`src/rtl/sar_search.sv`:
```
// Successive-approximation search: recovers an unknown value by walking a trial
// from MSB to LSB against an external "unknown > trial" comparator.
module sar_search #(
  parameter int WIDTH  = 4,
  parameter int SETTLE = 1
) (
  input  logic             clk,
  input  logic             rst,
  input  logic             i_start,
  output logic [WIDTH-1:0] o_trial,
  input  logic             i_gt_in,
  output logic             o_busy,
  output logic [WIDTH-1:0] o_result,
  output logic             o_result_valid,
  input  logic             i_result_ready
);

  localparam int CW = (SETTLE > 1) ? $clog2(SETTLE) : 1;
  localparam logic [CW-1:0] CNT_INIT = (SETTLE > 0) ? CW'(SETTLE - 1) : '0;
  localparam logic [WIDTH-1:0] MSB = {1'b1, {(WIDTH-1){1'b0}}};

  typedef enum logic [1:0] {
    S_IDLE,
    S_SETTLE,
    S_SAMPLE,
    S_DONE
  } state_t;

  // With SETTLE=0 each bit window is just the sampling cycle.
  localparam state_t WINDOW_START = (SETTLE > 0) ? S_SETTLE : S_SAMPLE;

  state_t           r_state;
  logic [WIDTH-1:0] r_acc;
  logic [WIDTH-1:0] r_mask;
  logic [CW-1:0]    r_cnt;
  logic [WIDTH-1:0] r_trial;
  logic             r_busy;
  logic [WIDTH-1:0] r_result;
  logic             r_valid;

  logic [WIDTH-1:0] w_acc_next;
  logic [WIDTH-1:0] w_mask_next;

  assign w_acc_next  = i_gt_in ? (r_acc | r_mask) : r_acc;
  assign w_mask_next = r_mask >> 1;

  // NOTE: all state uses non-blocking assignments so every register sees the
  // pre-edge values of its neighbours; reset is synchronous inside this block.
  always_ff @(posedge clk) begin
    if (rst) begin
      r_state <= S_IDLE;
      r_acc   <= '0;
      r_mask  <= '0;
      r_cnt   <= '0;
      r_trial <= '0;
      r_busy  <= 1'b0;
      r_result <= '0;
      r_valid <= 1'b0;
    end else begin
      case (r_state)
        S_IDLE: begin
          if (i_start) begin
            r_acc   <= '0;
            r_mask  <= MSB;
            r_trial <= MSB - WIDTH'(1);
            r_cnt   <= CNT_INIT;
            r_busy  <= 1'b1;
            r_state <= WINDOW_START;
          end
        end
        S_SETTLE: begin
          if (r_cnt == '0) r_state <= S_SAMPLE;
          else             r_cnt   <= r_cnt - CW'(1);
        end
        S_SAMPLE: begin
          r_acc <= w_acc_next;
          if (r_mask[0]) begin
            r_result <= w_acc_next;
            r_valid  <= 1'b1;
            r_busy   <= 1'b0;
            r_trial  <= '0;
            r_state  <= S_DONE;
          end else begin
            // Next trial: decided bits kept, current bit clear, lower bits set.
            r_mask  <= w_mask_next;
            r_trial <= w_acc_next | (w_mask_next - WIDTH'(1));
            r_cnt   <= CNT_INIT;
            r_state <= WINDOW_START;
          end
        end
        S_DONE: begin
          if (i_result_ready) begin
            r_valid <= 1'b0;
            r_state <= S_IDLE;
          end
        end
        default: r_state <= S_IDLE;
      endcase
    end
  end

  assign o_trial        = r_trial;
  assign o_busy         = r_busy;
  assign o_result       = r_result;
  assign o_result_valid = r_valid;

endmodule

```
`config.mk`:
```
export PLATFORM = sky130hd
export DESIGN_NAME = sar_search
export DESIGN_NICKNAME = d
export VERILOG_FILES = /design/src/rtl/sar_search.sv
export SDC_FILE = /design/constraint.sdc
export NUM_CORES = 1
export LEC_CHECK = 0
export BUFFER_PORTS_ARGS = -buffer_cell sky130_fd_sc_hd__clkbuf_2
export CORE_MARGIN = 4
export CORE_UTILIZATION = 25
export CTS_BUF_LIST = sky130_fd_sc_hd__clkbuf_4 sky130_fd_sc_hd__clkbuf_8
export DETAILED_ROUTE_END_ITERATION = 10
export SLEW_MARGIN = 20
export SYNTH_ARGS = -nofsm -noshare
export SYNTH_HDL_FRONTEND = slang
export SYNTH_SLANG_ARGS = --single-unit
```
`constraint.sdc`:
```
create_clock -name clk -period 1.8 [get_ports clk]
set_clock_uncertainty 0.15 [all_clocks]
set_input_delay 0.27 -clock clk [delete_from_list [all_inputs] [get_ports clk]]
set_output_delay 0.27 -clock clk [all_outputs]
set_load 0.005 [all_outputs]
```
==> impl_metrics.json <==
{
  "route.detailed.vias_per_inst": 4.45,
  "whs_path_depth": 4,
  "maxSlewHeadroom": 0.664,
  "seqCellArea_sq_um": 400,
  "critPathMaxStageDelay_ns": 0.50,
  "layout.nets": 115,
  "cts_num_sinks": 20,
  "core_sq_um": 3100,
  "detailroute.via_count": 676,
  "post-dp-hpwl_um": 1190,
  "timing.critical_path.slowest_stage_cell": "dfxtp_1",
  "layout.cells.most_common": "dfxtp_1",
  "worst_reg_to_reg_setup_slack_ns": 0.24,
  "detail_route.iter0.violations": 64,
  "worstReg2RegStart": "r_state[0]",
  "min_period_over_period": 0.865,
  "post-route-drc-count": 0,
  "worstMarginPinSlew_ns": 0.497,
  "critical_path_capture_point_type": "flop",
  "setup.worst_path.start_class": "flop",
  "largest_net_degree_at_the_start_of_global_routing": 12,
  "wirelength_routed_um": 1590,
  "antenna-diode-count": 0,
  "critPathTopFamily": "simple AND/OR/NAND/NOR gates",
  "post_synth_inst_count": 92,
  "rsz_0062_raised_after_global_routing": "false",
  "syn-cell-area_sq_um": 830,
  "r2r_cells": 3,
  "fin_tns_setup_ns": 0,
  "timing.setup.critical_path_class": "reg2reg",
  "postSynthRegisterBits": 20,
  "worst_ir_drop_vdd_mv": 0.199,
  "hold-worst-slack_ns": 0.121,
  "cp.arrival_ns": 1.62,
  "hold_viol_final": 0,
  "crit_path_cell_count": 3,
  "die-width_um": 65.6,
  "drt-pass1-iter-count": 4,
  "drive_gt1_frac": 0.241,
  "post_cts_setup_driven_buffer_insertion_count": 0,
  "post_cts_hold_buffer_count": 0,
  "track_usage": 0.0809,
  "timing.critical_path.buf_inv": 0,
  "report.final.slew_viol_count": 0,
  "routed_wire_length_per_instance_um": 10.5,
  "drtAntennaViolNets": 0,
  "p_r_area_growth_vs_syn_pct": 18.4,
  "synthesis.yosys.warnings": 0,
  "clockRootBuffer": "clkbuf_4",
  "critical_path.reg2reg.endpoint": "o_trial[0]",
  "postSynthAreaPerCell_sq_um": 9.02,
  "clkLatencyLatePin_ns": 0.29,
  "initial_utilization": 0.267,
  "startpoint": "r_state[0]",
  "grt_pass1_wl_um": 2750,
  "finalSetupViolations": 0,
  "filler_cells_inserted": 335,
  "max_freq_mhz": 643,
  "fp.dieH_um": 65.6,
  "gp_congestion": 0.778,
  "cts.htree.levels": 1,
  "io_pins": 15,
  "cellPowerDensity_nw_per_um2": 827,
  "multi_input_area_sq_um": 375,
  "dieArea_sq_um": 4300,
  "cp_max_fo": 10,
  "place.port_buffers": 14,
  "synth_nets": 98,
  "placement_row_count": 20,
  "worst_hold_path.endpoint": "r_state[0]",
  "layout_common_cells": "dfxtp_1 (20), nor2_1 (16), clkbuf_2 (14), a21oi_1 (11), inv_1 (6)",
  "crit_path_cell_trace": "and3b_1 -> or2_4 -> a311oi_2",
  "cts_buffers": 3,
  "globalRouteOverflowTotal": 0,
  "antenna_violations_before_repair": 0,
  "cts.clk_slew.worst_paths_ns": 0.11,
  "crit_required_ns": 1.86,
  "hold_path.class": "in2reg",
  "layout_min_cycle_time_ns": 1.56,
  "tritoncts_clock_tree": "yes",
  "status": "complete, no violations",
  "cts-resized-gates": 0,
  "synth_sequential_area_ratio": 0.483,
  "power.leakage_nw": 0.380,
  "post_synth_num_cell_types": 25,
  "timing.hold.worst.start": "i_result_ready",
  "maximum_capacitance_violations": 0,
  "clock_path_buffers": 2,
  "first_global_vias": 621
}
## cells in the mapped netlist
cell / instances / area (sq um)
o31ai_1: 3 / 22.5
a21oi_1: 11 / 55.1
a21o_1: 2 / 15.0
nor2b_1: 2 / 12.5
nor3b_1: 1 / 7.51
xnor2_1: 1 / 8.76
a2bb2oi_1: 1 / 8.76
or2_4: 1 / 8.76
ha_1: 1 / 12.5
o21ai_0: 4 / 20.0
a211oi_1: 4 / 30.0
a311oi_2: 3 / 45.0
a31oi_1: 2 / 12.5
nand2_1: 3 / 11.3
nand2b_1: 2 / 12.5
nor3_1: 1 / 5.00
o21ba_2: 1 / 10.0
inv_1: 6 / 22.5
and3b_1: 1 / 8.76
nor2_1: 16 / 60.1
buf_2: 1 / 5.00
nor4b_1: 1 / 8.76
buf_4: 3 / 22.5
dfxtp_1: 20 / 400
clkbuf_1: 1 / 3.75
## metal layers
layer,GRT usage,part of all wire,vias up
met4,0.0389,0.018,0
met3,0.0171,0.048,4
li1,-,-,353
met2,0.120,0.43,19
met1,0.110,0.50,300
met5,0,0,-
## state kept, by name, summed over array words and instances (netlist names)
signal          flops
o_busy              1
o_trial             4
r_acc               4
r_mask              4
o_result_valid      1
r_state             2
o_result            4
## power by group
part           switching [W]  internal [W]  total [W]
Sequential         0.0000176      0.000459   0.000476
Clock               0.000130      0.000123   0.000253
Combinational      0.0000435     0.0000398  0.0000833
## worst reg2reg max path, stage by stage, from the launching register on
cell and delay (ns):
dfxtp_1 0.50, and3b_1 0.30, or2_4 0.28, a311oi_2 0.24
## through the flow
stage                     instances   util  worst slack [ns]  power (W)  area [sq um]
after floorplan                  92      -             0.510   0.000541           830
after global placement          148  0.305             0.344   0.000568           946
after detailed placement        148  0.305             0.276   0.000569           946
after CTS                       152  0.317             0.243   0.000823           982
after global routing            152  0.317             0.144   0.000864           982
final                           152  0.317             0.244   0.000813           982
## how the worst max path moves through the flow
stage	end	slack (ns)
after floorplan	o_trial[0]	0.51
after global placement	o_trial[0]	0.34
after detailed placement	o_trial[0]	0.28
after CTS	o_trial[0]	0.24
after global routing	o_trial[0]	0.14
final	o_trial[0]	0.24
## logic make-up (layout without fill, tap and decap cells)
family          Yosys count  after routing  share of synthesized area
flops                    20             20                      0.483
fa+ha+maj                 1              1                     0.0151
buf+inv                  11             27                     0.0648
simple gates             28             28                      0.163
compound gates           31             31                      0.264
xor+xnor                  1              1                     0.0106
## cell type report
type / count / share of cell area
clock buffer: 4 / 0.0369
inverter: 6 / 0.0229
multi-input combinational: 61 / 0.382
sequential: 20 / 0.408
tap: 44 / 0.0561
timing repair buffer: 17 / 0.0943
(Power assumes the default switching activity.)
